[config.mk]
export PLATFORM = sky130hd
export DESIGN_NAME = pin_matrix_mux
export DESIGN_NICKNAME = d
export VERILOG_FILES = /design/src/rtl/pin_matrix_mux.sv
export SDC_FILE = /design/constraint.sdc
export NUM_CORES = 1
export LEC_CHECK = 0
export BUFFER_PORTS_ARGS = -buffer_cell sky130_fd_sc_hd__buf_2
export CAP_MARGIN = 40
export CORE_AREA = 8 8 259 261
export CTS_CLUSTER_SIZE = 24
export DETAILED_ROUTE_END_ITERATION = 8
export DIE_AREA = 0 0 267 269
export GPL_TIMING_DRIVEN = 0
export SLEW_MARGIN = 20
export SYNTH_ARGS = -nofsm -noshare
export SYNTH_HDL_FRONTEND = slang
export SYNTH_SLANG_ARGS = --single-unit
export TNS_END_PERCENT = 10
[constraint.sdc]
create_clock -name clock -period 5.6 [get_ports clock]
set_input_delay 0.56 -clock clock [delete_from_list [all_inputs] [get_ports clock]]
set_output_delay 0.56 -clock clock [all_outputs]
set_load 0.01 [all_outputs]
[src/rtl/pin_matrix_mux.sv]
// pin_matrix_mux
// Routes NUM_SRC function signals onto NUM_PIN header pins through a
// double-buffered routing table. Software fills the shadow table, then a
// commit blanks every pin whose routing changes for GUARD_CYCLES cycles,
// copies shadow into active in a single APPLY cycle and returns to IDLE.
// Pins whose routing is unchanged keep driving throughout.
//
// Ports
//   clock       sole clock, rising edge
//   reset       synchronous active-high reset
//   src_out     function signals to route
//   cfg_wr      shadow-table write strobe (cfg_addr, cfg_sel)
//   cfg_addr    pin index for writes and for cfg_rdata readback
//   cfg_sel     routing code: 0 = pin released, k = src_out[k-1]
//   cfg_commit  request to apply the shadow table
//   cfg_busy    commit in progress (BLANK or APPLY)
//   cfg_err     one-cycle pulse after a rejected write or commit
//   cfg_rdata   registered active code of pin cfg_addr (0 if out of range)
//   pin_out     registered pin drive value
//   pin_oe      registered pin output enable (tristate lives in top level)
//   pin_in      raw pin levels
//   pin_sync    pin_in after a 2-flop synchronizer
//
// ADDR_W defaults to clog2(NUM_PIN); it may be widened so that addresses
// beyond the last pin can be presented and rejected.
//
// state | meaning
// IDLE  | accepting writes and commits
// BLANK | changed pins forced low/released, guard counter running
// APPLY | active <= shadow, one cycle

module pin_matrix_mux #(
  parameter int NUM_SRC      = 8,
  parameter int NUM_PIN      = 26,
  parameter int GUARD_CYCLES = 4,
  parameter int SEL_W        = $clog2(NUM_SRC + 1),
  parameter int ADDR_W       = $clog2(NUM_PIN),
  parameter logic [NUM_PIN*SEL_W-1:0] DEFAULT_MAP = '0
) (
  input  logic               clock,
  input  logic               reset,
  input  logic [NUM_SRC-1:0] src_out,
  input  logic               cfg_wr,
  input  logic [ADDR_W-1:0]  cfg_addr,
  input  logic [SEL_W-1:0]   cfg_sel,
  input  logic               cfg_commit,
  output logic               cfg_busy,
  output logic               cfg_err,
  output logic [SEL_W-1:0]   cfg_rdata,
  output logic [NUM_PIN-1:0] pin_out,
  output logic [NUM_PIN-1:0] pin_oe,
  input  logic [NUM_PIN-1:0] pin_in,
  output logic [NUM_PIN-1:0] pin_sync
);

  localparam logic [1:0] ST_IDLE  = 2'd0;
  localparam logic [1:0] ST_BLANK = 2'd1;
  localparam logic [1:0] ST_APPLY = 2'd2;

  // BLANK lasts while the counter walks GUARD_CYCLES-1 .. 0
  localparam logic [7:0] GUARD_LOAD = 8'(GUARD_CYCLES - 1);

  logic [SEL_W-1:0]   shadow     [NUM_PIN];
  logic [SEL_W-1:0]   active     [NUM_PIN];
  logic [SEL_W-1:0]   shadow_nxt [NUM_PIN];
  logic [1:0]         state;
  logic [7:0]         guard_cnt;
  logic               idle;
  logic               blank;
  logic               wr_ok;
  logic               wr_bad;
  logic               commit_bad;
  logic               diff_nxt;
  logic [NUM_PIN-1:0] mask;
  logic [NUM_PIN-1:0] src_bit;
  logic [NUM_PIN-1:0] pin_out_nxt;
  logic [NUM_PIN-1:0] pin_oe_nxt;
  logic [SEL_W-1:0]   rdata_nxt;
  logic [NUM_PIN-1:0] sync_q1;

  assign idle       = (state == ST_IDLE);
  assign blank      = (state == ST_BLANK);
  assign cfg_busy   = !idle;
  assign wr_ok      = cfg_wr && idle && (int'(cfg_addr) < NUM_PIN) &&
                      (int'(cfg_sel) <= NUM_SRC);
  assign wr_bad     = cfg_wr && !wr_ok;
  assign commit_bad = cfg_commit && !idle;

  // shadow_nxt includes a same-cycle write so a simultaneous commit
  // decides on blanking against the updated table.
  always_comb begin
    diff_nxt = 1'b0;
    for (int p = 0; p < NUM_PIN; p++) begin
      shadow_nxt[p] = shadow[p];
      if (wr_ok && (int'(cfg_addr) == p)) shadow_nxt[p] = cfg_sel;
      mask[p] = (shadow[p] != active[p]);
      if (shadow_nxt[p] != active[p]) diff_nxt = 1'b1;
    end
  end

  always_comb begin
    rdata_nxt = '0;
    for (int p = 0; p < NUM_PIN; p++) begin
      src_bit[p] = 1'b0;
      for (int k = 1; k <= NUM_SRC; k++) begin
        if (int'(active[p]) == k) src_bit[p] = src_out[k-1];
      end
      pin_oe_nxt[p]  = (active[p] != '0) && !(blank && mask[p]);
      pin_out_nxt[p] = pin_oe_nxt[p] && src_bit[p];
      if (int'(cfg_addr) == p) rdata_nxt = active[p];
    end
  end

  always_ff @(posedge clock) begin
    if (reset) begin
      for (int p = 0; p < NUM_PIN; p++) begin
        shadow[p] <= DEFAULT_MAP[p*SEL_W +: SEL_W];
        active[p] <= DEFAULT_MAP[p*SEL_W +: SEL_W];
      end
      state     <= ST_IDLE;
      guard_cnt <= '0;
      cfg_err   <= 1'b0;
      cfg_rdata <= '0;
      pin_out   <= '0;
      pin_oe    <= '0;
      sync_q1   <= '0;
      pin_sync  <= '0;
    end else begin
      for (int p = 0; p < NUM_PIN; p++) shadow[p] <= shadow_nxt[p];
      cfg_err   <= wr_bad || commit_bad;
      cfg_rdata <= rdata_nxt;
      pin_out   <= pin_out_nxt;
      pin_oe    <= pin_oe_nxt;
      sync_q1   <= pin_in;
      pin_sync  <= sync_q1;
      case (state)
        ST_IDLE: begin
          if (cfg_commit) begin
            if (diff_nxt) begin
              state     <= ST_BLANK;
              guard_cnt <= GUARD_LOAD;
            end else begin
              state <= ST_APPLY;
            end
          end
        end
        ST_BLANK: begin
          if (guard_cnt == 8'd0) state <= ST_APPLY;
          else guard_cnt <= guard_cnt - 8'd1;
        end
        ST_APPLY: begin
          for (int p = 0; p < NUM_PIN; p++) active[p] <= shadow[p];
          state <= ST_IDLE;
        end
        default: state <= ST_IDLE;
      endcase
    end
  end

endmodule

== Word level (Yosys, flattened, before mapping) ==
Memories as Yosys holds them, arrays and structs flattened.
Cells that the tools add are included.
Storage, ports and cells
  bits in registers: 119
  RAM bits: 208
  output and inout bits: 84
  word-level logic and storage cells: 878
  memories kept: 2
Memories
  active: words 26, bits a word 4, rd ports 26, clocked after memory_dff 0, write ports 26, line 64  | logic [SEL_W-1:0] active [NUM_PIN];
  shadow: words 26, bits a word 4, rd ports 26, clocked after memory_dff 0, write ports 26, line 63  | logic [SEL_W-1:0] shadow [NUM_PIN];
Cells by class
  $add $sub $neg: 1
  magnitude comparators: 2
  equality and inequality tests: 291
  mux-type cells: 352
  bitwise operators: 52
  reductions and logical operators: 170
Operator list (number)
  equality test 4 bit, second input constant: 130
  2-to-1 mux 4 bit: 104
  2-to-1 mux 1 bit: 240
  equality test 4 x 3 -> 1 bit, second input constant: 52
  != test 4 bit: 52
  logical AND 1 bit: 109
  equality test 4 x 2 -> 1 bit, second input constant: 26
  nonzero test 4 bit: 26
  equality test 5 bit, second input constant: 16
  bitwise OR 1 bit: 52
  equality test 5 x 4 -> 1 bit, second input constant: 6
  logical NOT 1 bit: 28
  2-to-1 mux 8 bit: 3
  case mux 8 bit (2 select lines): 1
  equality test 5 x 3 -> 1 bit, second input constant: 2
  logical NOT 8 bit: 1
  subtractor 8 x 1 -> 8 bit, second input constant: 1
  2-to-1 mux 2 bit: 3
  equality test 5 x 2 -> 1 bit, second input constant: 1
  logical NOT 5 bit: 1
  less-than comparator 5 bit, second input constant: 1
  <= comparator 4 bit, second input constant: 1
  != test 2 x 1 -> 1 bit, second input constant: 2
  != test 2 bit, second input constant: 2
  8 further kinds: 8

== Logic depth before layout (Yosys ltp) ==
Gate-level depths: netlist (run 1).
  depth in word-level cells: 36
  depth in mapped cells: 15

== Least setup slack after synthesis (run 1) ==
Ideal clock, no wire load.
  path kind: input -> register
  start point: in reset
  end point: mem active[0][0] in the netlist's numbering (enable)
  arrival: 3.665 ns
  required time: 5.120 ns
  path slack: 1.455 ns
  cell stages on the path: 3
  path buffers: 2
  path through: clkbuf_1 clkbuf_1 nand2b_1
RTL lines
  start, declared: line 41  | input logic reset,
  end, declared: line 64

== Worst setup path in the final report (run 1) ==
  start point: reg state[1]
  end point: reg guard_cnt[7]
On the way
  word-level cells in the longest chain between the ends: 35
  elaborated cells on any way between the ends: 115
  those cells by class: eq/ne (30); mux (53); reduce/logical (32)
Ends and longest elaborated chain
  start, declared: line 66  | logic [1:0] state;
  start signal, assigned: line 120  | state <= ST_IDLE;
  start signal, assigned: line 140  | state <= ST_BLANK;
  start signal, assigned: line 143  | state <= ST_APPLY;
  logical NOT 2 bit: line 81, 136
  logical AND 1 bit (3 in a row): line 84  | assign wr_ok = cfg_wr && idle && (int'(cfg_addr) < NUM_PIN) &&
  logical AND 1 bit: line 95  | if (wr_ok && (int'(cfg_addr) == p)) shadow_nxt[p] = cfg_sel;
  2-to-1 mux 4 bit: line 95
  != test 4 bit: line 97  | if (shadow_nxt[p] != active[p]) diff_nxt = 1'b1;
  2-to-1 mux 1 bit (26 in a row): line 97
  != test 2 x 1 -> 1 bit (no line)
  AND reduction 4 bit (no line)
  end signal, assigned: line 149  | else guard_cnt <= guard_cnt - 8'd1;
  end, declared: line 67  | logic [7:0] guard_cnt;
Several ways; a longest one is shown, not always the timed one.
A chain may end at the register's enable or synchronous reset.

==> impl_results.md, run 1 <==
* CP arrival at ~5.7 ns
* FFs w/ async S/R, synth at 0
* Number of flops mapped to enable cells by yosys at 104
* Final setup violation count at 0
* Initial drt markers at 2196
* Vias in the first global route at around 18k
* Largest net degree at the start of global routing at between 50 and 60
* Vias at around 18k
* CP required at just over 6 ns
* Gr usage total at 0.2766
* Synth Register Bits at around 330
* Post-Synthesis Net Count at about 2.1k
* Distinct cells, synth at between 70 and 80
* Fin util at 0.3457
* Status: complete, no violations
* Dpl hpwl at 80.24 mm
* Clock Latency Late Sink at ~0.59 ns
* Seq/Total Area, Yosys at 0.4201
* # IOs at around 130
* CTS buffer count at 40
* Most common cell after layout, fill and taps aside: dfxtp_1
* Setup WS post-layout at around 0.37 ns
* Least-Margin Pin Slew at 1.019 ns
* P&R area growth vs syn at 20.08%
* Ratio of cells with drive above 1 in the final layout at 0.1507
* Commonest register cell after synthesis: dfxtp_1
* H-tree depth at 2
* Die Ht at roughly 270 microns
* Post-place setup slack at between 0.1 and 0.15 ns
* Overflow after GRT at 0
* Maximum vdd drop at 0.2343 mV
* Root Driver: clkbuf_16
* Hold wc startpoint: pin_in[9]
* Final Net Count at ~2.3k
* Max_slew headroom at 0.3204
* Fin. Hold Viols at 0
* Final Non-Filler Cells at roughly 3.2k
* Leakage at between 8 and 9 nW
* Post-Place Cells at 3078
* Area of the core at about 63000 sq um
* Max Clk Rate at about 0.19 GHz
* Placer congestion estimate at approximately 1.1
* Vias per cell at ~5.8
* Reg2Reg Setup Slack at between 0.3 and 0.4 ns
* Worst Hold Class: in -> reg
* Commonest cells after routing, fill and taps aside: dfxtp_1, nor2_1, a21oi_1, buf_2, clkbuf_1
* Clock sink count at ~330
* Die footprint at roughly 72000 sq um
* CTS tree: done
* Final hold slack at 0.1825 ns
* # diodes at 0
* Initial antenna violation count at 4
* DR DRC count at 0
* Part of the cycle the worst path needs at 0.9334
* Antenna Nets Post-Route at 0
* Wirelength per Cell at roughly 32 microns
* Yosys warns at 0
* Max-cap violations at 0
* Final wirelength at between 100 and 150 mm
* Global-route wire length before repair at 140.1 mm
* Worst-path clk slew at approximately 0.060 ns
* Setup TNS at 0 ns
* RSZ-0062 raised after global routing: no
* Mapped Area at roughly 18000 sq um
* CP startpoint: state[1]$_SDFFE_PP0P_
* R2r startpoint: state[1]$_SDFFE_PP0P_
* Hold buffers post-CTS at 0
* Crit path launch type: register
* Final Max Tran Viols at 0
* Crit path kind: reg -> reg
* Starting Density at 0.2879
* CTS max path bufs at 3
* Syn Inst Count at between 2k and 2.5k
* Core Rows at a little over 90
* Tmin final at approximately 5.2 ns
* Postcts setup bufs at 0
* CTS resizes at 0
* First drt pass iteration count at 6
* Critical path peak fanout at 9
* Synth Area per Inst at about 8.8 sq um
* Pwr/cell area at roughly 300 nW/um^2
* Fin Clk Skew at ~0.027 ns
* # port buffers at roughly 130
* Die X at approximately 270 microns
* Crit. End Element: register
==> cells by family (layout without fill, tap and decap cells) <==
logic type               after synthesis  after routing  share of synthesized area
AND/OR/NAND/NOR                      843            843                     0.2404
AO/OA/AOI/OAI                        431            431                     0.1504
flip-flops                           327            327                     0.4201
buffers and inverters                234            485                    0.05085
XOR/XNOR                             111            111                    0.05382
multiplexers                         111            111                    0.08375
adder cells (fa/ha/maj)                1              1                  0.0006926
==> final timing paths <==
kind / end / cells after the start
min: sync_q1[9]$_SDFF_PP0_ / 2
max reg2reg: guard_cnt[7]$_SDFFE_PP0P_ / 12
max: guard_cnt[7]$_SDFFE_PP0P_ / 12
min reg2reg: pin_sync[8]$_SDFF_PP0_ / 1
==> state kept, by name (all words and copies together), names as in the netlist <==
| name | cells |
|---|---|
| active | 104 |
| cfg_err | 1 |
| cfg_rdata | 4 |
| guard_cnt | 8 |
| pin_oe | 26 |
| pin_out | 26 |
| pin_sync | 26 |
| shadow | 104 |
| state | 2 |
| sync_q1 | 26 |
==> worst max-delay path: stages (launching register included) <==
cell,delay [ns]
dfxtp_1,0.39
nor3b_2,0.51
nand3_4,0.36
clkbuf_1,0.36
buf_6,0.25
o21ai_0,0.67
o2111ai_1,0.46
nor4_1,0.28
nand4_1,0.27
a2111o_1,0.47
or4_1,0.56
nand3b_4,0.25
a311oi_2,0.27
==> cell type report <==
type                    instances  area [sq um]
fillers                      6465         41050
multi-input cells            1497          9587
flip-flops and latches        327          7587
repair buffers                177          1246
clock buffers                  62          1154
well taps                     846          1059
plain buffers                 188         758.2
inverters                      46         172.7
clock inverters                12         126.4
==> power breakdown <==
| part | switching [mW] | internal, mW | total (mW) |
|---|---|---|---|
| combinational | 0.886 | 0.386 | 1.27 |
| clock | 1.10 | 1.44 | 2.55 |
| sequential | 0.0734 | 2.57 | 2.64 |
| total | 2.06 | 4.40 | 6.46 |
==> cell usage after synthesis (26+ instances only) <==
| master | instances | area (sq um) |
|---|---|---|
| inv_1 | 46 | 172.7 |
| xnor2_1 | 57 | 499.2 |
| a21oi_1 | 163 | 815.8 |
| dfxtp_1 | 223 | 4464 |
| nor2_1 | 221 | 829.6 |
| edfxtp_1 | 104 | 3123 |
| nand2_1 | 140 | 525.5 |
| and2_1 | 84 | 525.5 |
| clkbuf_1 | 147 | 551.8 |
| nor4_1 | 26 | 162.7 |
| nor2b_1 | 105 | 656.9 |
| a31oi_1 | 27 | 168.9 |
| mux2i_1 | 60 | 600.6 |
| mux4_2 | 30 | 675.7 |
| o21ai_0 | 75 | 375.4 |
| nand3_1 | 59 | 295.3 |
| nor3_1 | 81 | 405.4 |
| o22ai_1 | 32 | 200.2 |
| xor2_1 | 54 | 473.0 |
==> per-layer routing <==
metal	global-route usage	part of all wire	vias to the layer above	routed length (microns)
met2	0.4232	0.44	1107	44340
met1	0.3555	0.41	9065	41390
li1	-	-	7793	-
met4	0.1714	0.071	2	7239
met5	0	0.00015	-	15
met3	0.05762	0.088	260	8942
==> per-stage QoR <==
| stage | area, sq um | power, mW |
|---|---|---|
| finish | 21690 | 6.465 |
| global route | 21690 | 6.647 |
| CTS | 21650 | 6.468 |
| detailed placement | 20370 | 3.920 |
| global placement | 19750 | 3.865 |
| floorplan | 18060 | 3.314 |
No activity file was read; power rests on OpenSTA's default activity.
==> run 2, diff against run 1 <==
- clock period: 5.6 -> 5.12 ns (I/O delays scaled with it)
==> impl_results.md, run 2 (synthesis gave the netlist of run 1 again) <==
* Crit. End Element: register
* Worst-path clk slew at 0.06 ns (about the same)
* Maximum vdd drop at 0.2562 mV (+9.4%)
* Initial drt markers at 2200 (+0.18%)
* Pwr/cell area at 325.9 nW/um^2 (+9.3%)
* Worst Hold Class: in -> reg
* Tmin final at 5.068 ns (-0.1588 ns)
* Crit path launch type: register
* Final Net Count at 2325 (unchanged)
* CP Buf/Inv Count at 1 (-1)
* Storage cell area at 7587 sq um (unchanged)
* Overflow after GRT at 0 (unchanged)
* Root Driver: clkbuf_16
* Max_slew headroom at 0.3307 (+0.01031)
* Vias in the first global route at 17.55k (unchanged)
* Wirelength per Cell at 32.28 microns (about the same)
* Post-DP Area at 20370 sq um (unchanged)
* Biggest regs: active x104, shadow x104
* First drt pass iteration count at 5 (-1)
* Dpl hpwl at 80.24 mm (unchanged)
* Ordered list of cells on the worst path: nor3b_2 > clkbuf_1 > nand4_1 > o211ai_1 > o311ai_0 > nor4b_1 > and4_1 > and4_1 > nand3b_4 > a311oi_2
* Commonest cells after routing, fill and taps aside: dfxtp_1, nor2_1, a21oi_1, buf_2, clkbuf_1
* Die Ht at 269 microns (unchanged)
* RSZ-0062 raised after global routing: no
* Clock Latency Late Sink at 0.59 ns (about the same)
* Post-route cell area at 21690 sq um (about the same)
* M2 GR Usage at 0.4232 (unchanged)
* Met1 usage at 0.3555 (unchanged)
* Status: complete, no violations
* Die X at 267 microns (unchanged)
* Slowest stage cell, crit path: o211ai_1
* Gr usage total at 0.2766 (unchanged)
* Leakage at 8.207 nW (about the same)
* Fin util at 0.3458 (about the same)
* CTS tree: done
* Crit path kind: reg -> reg
* Area of the core at 62740 sq um (unchanged)
* GR peak layer: met2
* Die footprint at 71820 sq um (unchanged)
* Most common cell after layout, fill and taps aside: dfxtp_1
* Vias per cell at 5.790 (+0.23%)
* Area occupied by multi-input gates at 9587 sq um (unchanged)
* CP required at 5.61 ns (-0.49 ns)
* CTS buffer count at 40 (unchanged)
* Postcts setup bufs at 0 (unchanged)
* Layout fillers at 6464 (-0.015%)
* Fin. Hold Viols at 0 (unchanged)
* Part of the cycle the worst path needs at 0.9899 (+0.05649)
* DR DRC count at 0 (unchanged)
* CTS max path bufs at 3 (unchanged)
* Largest net degree at the start of global routing at 54 (unchanged)
* H-tree depth at 2 (unchanged)
* CP arrival at 5.56 ns (-0.16 ns)
* Global-route wire length before repair at 140.1 mm (unchanged)
* Ratio of cells with drive above 1 in the final layout at 0.1507 (unchanged)
* # port buffers at 126 (unchanged)
* Final Max Tran Viols at 0 (unchanged)
* Max-cap violations at 0 (unchanged)
* P&R area growth vs syn at 20.10% (about the same)
* Placer congestion estimate at 1.082 (unchanged)
* Core Rows at 92 (unchanged)
* Final wirelength at 101.9 mm (about the same)
* Vias at 18.27k (+0.26%)
* Overall power at 7.070 mW (+9.4%)
* Most used cell, CP: and4_1
* Hold buffers post-CTS at 0 (unchanged)
* Clock sink count at 327 (unchanged)
* Least-Margin Pin Slew at 0.9787 ns (-0.04077 ns)
* Initial antenna violation count at 4 (unchanged)
* Fin Clk Skew at 0.02681 ns (-0.0002656 ns)
* Met3 usage at 0.05762 (unchanged)
* Max Clk Rate at 0.1973 GHz (+3.1%)
* Final setup violation count at 0 (unchanged)
* # IOs at 131 (unchanged)
* Antenna Nets Post-Route at 0 (unchanged)
* CP max stage delay at 0.85 ns (+0.18 ns)
* Delay-heaviest family, CP: simple AND/OR/NAND/NOR gates
* Critical path peak fanout at 10 (+1)
* Starting Density at 0.2879 (unchanged)
[run 2: cell count changes in the layout (fill, tap and decap cells not counted)]
cell and delta:
o21ai_0 -2, diode_2 +1, o21ai_1 +2
[run 2: timing repair]
| action | in CTS | in global routing |
|---|---|---|
| endpoints found under the setup margin | 0 | 8 |
| endpoints found under the hold margin | 0 | 0 |
| resized for setup | 0 | 2 |
[run 2: layout make-up]
type	count	share of cell area
antenna	1	0.0001154
buffer	188	0.03495
clock buffer	62	0.05318
clock inverter	12	0.005826
inverter	46	0.007960
multi-input combinational	1497	0.4419
sequential	327	0.3498
tap	846	0.04880
timing repair buffer	177	0.05745
[run 2: stage by stage]
stage	hold slack (ns)	setup slack [ns]	TNS, ns	std cells
2_1_floorplan	0.4138	1.023	0	2058
3_3_place_gp	0.4155	-1.612	-174.74	3030
3_5_place_dp	0.4204	-0.3255	-2.662	3078
4_1_cts	0.1102	0.1158	0	3152
5_1_grt	0.1307	0.09541	0	3155
6_report	0.1352	0.05166	0	3156
[run 2: where the power goes]
part	switching, mW	leakage, nW	internal, mW
sequential	0.0801	2.90	2.81
combinational	0.969	4.68	0.422
clock	1.21	0.625	1.58
[run 2: path summary, 6_finish.rpt]
path | from | end | slack [ns] | cells after the start
worst max-delay path | state[1]$_SDFFE_PP0P_ | guard_cnt[7]$_SDFFE_PP0P_ | 0.05 | 10
worst min-delay path | pin_in[9] | sync_q1[9]$_SDFF_PP0_ | 0.14 | 2
worst max register to register | state[1]$_SDFFE_PP0P_ | guard_cnt[7]$_SDFFE_PP0P_ | 0.05 | 10
worst min register to register | sync_q1[8]$_SDFF_PP0_ | pin_sync[8]$_SDFF_PP0_ | 0.43 | 1
[run 2: layer usage]
metal / up-vias / share of wire
met3: 273 / 0.089
met2: 1136 / 0.43
li1: 7798 / -
met1: 9065 / 0.40
met5: - / 0.00015
met4: 2 / 0.072
==> run 3, diff against run 2 <==
- CORE_AREA: 8 8 259 261 -> 10 10 261 263
- DIE_AREA: 0 0 267 269 -> 0 0 271 273
==> impl_results.md, run 3 (synthesis gave the netlist of run 1 again) <==
* Status: finished with violations
* Failing checks: setup timing
* CP arrival at 5.66 ns (+0.10 ns)
* Comb pwr share at 0.193 (-0.004)
* Die X at 271 microns (+1.5%)
* Overall power at 7.272 mW (+2.9%)
* # port buffers at 126 (unchanged)
* Final wirelength at 104.8 mm (+2.9%)
* Die Ht at 273 microns (+1.5%)
* Final Net Count at 2332 (+0.30%)
* Biggest regs: active x104, shadow x104
* Vias at 18.62k (+1.9%)
* DR DRC count at 0 (unchanged)
* Final setup violation count at 8 (+8)
* Die footprint at 73980 sq um (+3.0%)
* Pwr/cell area at 334.1 nW/um^2 (+2.5%)
* Least-Margin Pin Slew at 0.9473 ns (-0.03140 ns)
* H-tree depth at 2 (unchanged)
* Max_slew headroom at 0.3685 (+0.03780)
* Root Driver: clkbuf_16
* Placer congestion estimate at 1.054 (-2.6%)
* Clock sink count at 327 (unchanged)
* Crit path launch type: register
* CTS tree: done
* Hold wc startpoint: pin_in[2]
* Worst Hold Class: in -> reg
* Worst-path clk slew at 0.06 ns (about the same)
* Initial drt markers at 2464 (+12%)
* Dpl hpwl at 82.14 mm (+2.4%)
* Max Clk Rate at 0.1924 GHz (-2.5%)
* Ordered list of cells on the worst path: nor3b_2 > nand3_4 > clkbuf_1 > buf_8 > o22ai_1 > o2111ai_1 > nor4_1 > nand4_1 > a2111o_1 > or4_1 > nand3b_4 > a311oi_1
* Most common cell after layout, fill and taps aside: dfxtp_1
* CP startpoint: state[1]$_SDFFE_PP0P_
* Slowest stage cell, crit path: or4_1
* Initial antenna violation count at 7 (+3)
* Ratio of cells with drive above 1 in the final layout at 0.1550 (+0.004294)
* Final Max Tran Viols at 0 (unchanged)
* Area of the core at 62740 sq um (unchanged)
* Tmin final at 5.199 ns (+0.1304 ns)
* Global-route wire length before repair at 142.6 mm (+1.8%)
* Vias in the first global route at 17.63k (+0.43%)
* Critical path peak fanout at 9 (-1)
* CP required at 5.58 ns (-0.03 ns)
* Commonest cells after routing, fill and taps aside: dfxtp_1, nor2_1, buf_2, a21oi_1, clkbuf_1
* Clock share of power at 0.409 (+0.015)
* RSZ-0062 raised after global routing: no
* Fin Clk Skew at 0.02381 ns (-0.003003 ns)
* Switch share at 0.3144 (-0.004733)
* Hold buffers post-CTS at 0 (unchanged)
* Crit path kind: reg -> reg
* Gr usage total at 0.2721 (-0.004516)
* Maximum vdd drop at 0.1959 mV (-24%)
* Leakage at 8.259 nW (+0.64%)
* First drt pass iteration count at 6 (+1)
* Sw power at 2.286 mW (+1.3%)
* Part of the cycle the worst path needs at 1.015 (+0.02547)
* CP max stage delay at 0.58 ns (-0.27 ns)
* Clock Latency Late Sink at 0.58 ns (about the same)
* Sequential share of power at 0.398 (-0.011)
* Fin. Hold Viols at 0 (unchanged)
* Antenna Nets Post-Route at 0 (unchanged)
* Layout fillers at 6542 (+1.2%)
* Core Rows at 92 (unchanged)
* Max-cap violations at 0 (unchanged)
* Wirelength per Cell at 33.12 microns (+2.6%)
* # IOs at 131 (unchanged)
* CTS max path bufs at 3 (unchanged)
* Setup TNS at -0.2920 ns (-0.2920 ns)
* CTS buffer count at 40 (unchanged)
* R2r startpoint: state[1]$_SDFFE_PP0P_
* Vias per cell at 5.884 (+1.6%)
* Crit. End Element: register
* P&R area growth vs syn at 20.52%
* Int Pwr at 4.986 mW (+3.6%)
* Overflow after GRT at 0 (unchanged)
* Starting Density at 0.2879 (unchanged)
* Setup WS post-layout at -0.07872 ns (-0.1304 ns)
* Largest net degree at the start of global routing at 45 (-17%)
-- run 3: area by class of cell --
class | count | area (sq um) | share of cell area
Timing Repair Buffer | 184 | 1230 | 0.05650
Buffer | 188 | 762.0 | 0.03500
Antenna cell | 2 | 5.005 | 0.0002299
Multi-Input combinational cell | 1497 | 9608 | 0.4414
Clock buffer | 47 | 1070 | 0.04914
Clock inverter | 27 | 275.3 | 0.01265
Tap cell | 846 | 1059 | 0.04863
Inverter | 46 | 172.7 | 0.007932
Sequential cell | 327 | 7587 | 0.3485
-- run 3: worst paths after layout --
| kind | to | slack (ns) | depth (start not counted) |
|---|---|---|---|
| max | guard_cnt[6]$_SDFFE_PP0P_ | -0.08 | 12 |
| min | sync_q1[2]$_SDFF_PP0_ | 0.15 | 2 |
| min reg2reg | pin_sync[9]$_SDFF_PP0_ | 0.43 | 1 |
| max reg2reg | guard_cnt[6]$_SDFFE_PP0P_ | -0.08 | 12 |
-- run 3: stage by stage --
step / util / cells / hold WS (ns) / setup WS, ns / instance area [sq um]
6_report: 0.3470 / 3164 / 0.1514 / -0.07872 / 21770
3_5_place_dp: 0.3243 / 3081 / 0.4212 / -0.4291 / 20340
2_1_floorplan: - / 2058 / 0.4138 / 1.023 / 18060
3_3_place_gp: 0.3148 / 3030 / 0.4187 / -2.032 / 19750
4_1_cts: 0.3457 / 3155 / 0.1349 / 0.05071 / 21690
5_1_grt: 0.3469 / 3162 / 0.1619 / 0.04955 / 21760
-- run 3: routing by layer --
metal  share of wire  wire [microns]  global-route usage
met5         0.00034              36                   0
met4           0.067            7047              0.1595
met3            0.10           10980             0.06699
met2            0.43           45020              0.4137
met1            0.40           41720              0.3463
-- run 3: power by group through the flow --
stage                     combinational, mW  sequential (mW)  clock, mW
after floorplan                       0.669             2.96          0
after global placement                 1.29             2.96          0
after detailed placement               1.35             2.95          0
after CTS                              1.35             2.89       3.02
after global routing                   1.44             2.91       3.10
final                                  1.41             2.89       2.97
-- run 3: worst max-delay path: cells and delay by family, from the launching register on --
kind / cells / cell delay [ns]
buffers and inverters: 2 / 0.58
DFF: 1 / 0.40
AOI/OAI and AO/OA: 4 / 1.76
and+or+nand+nor: 6 / 2.32
-- run 3: what timing repair did --
action                                  4_1_cts  5_1_grt
buffers inserted                              0        0
resized for setup                             0        3
endpoints found under the setup margin        0        6
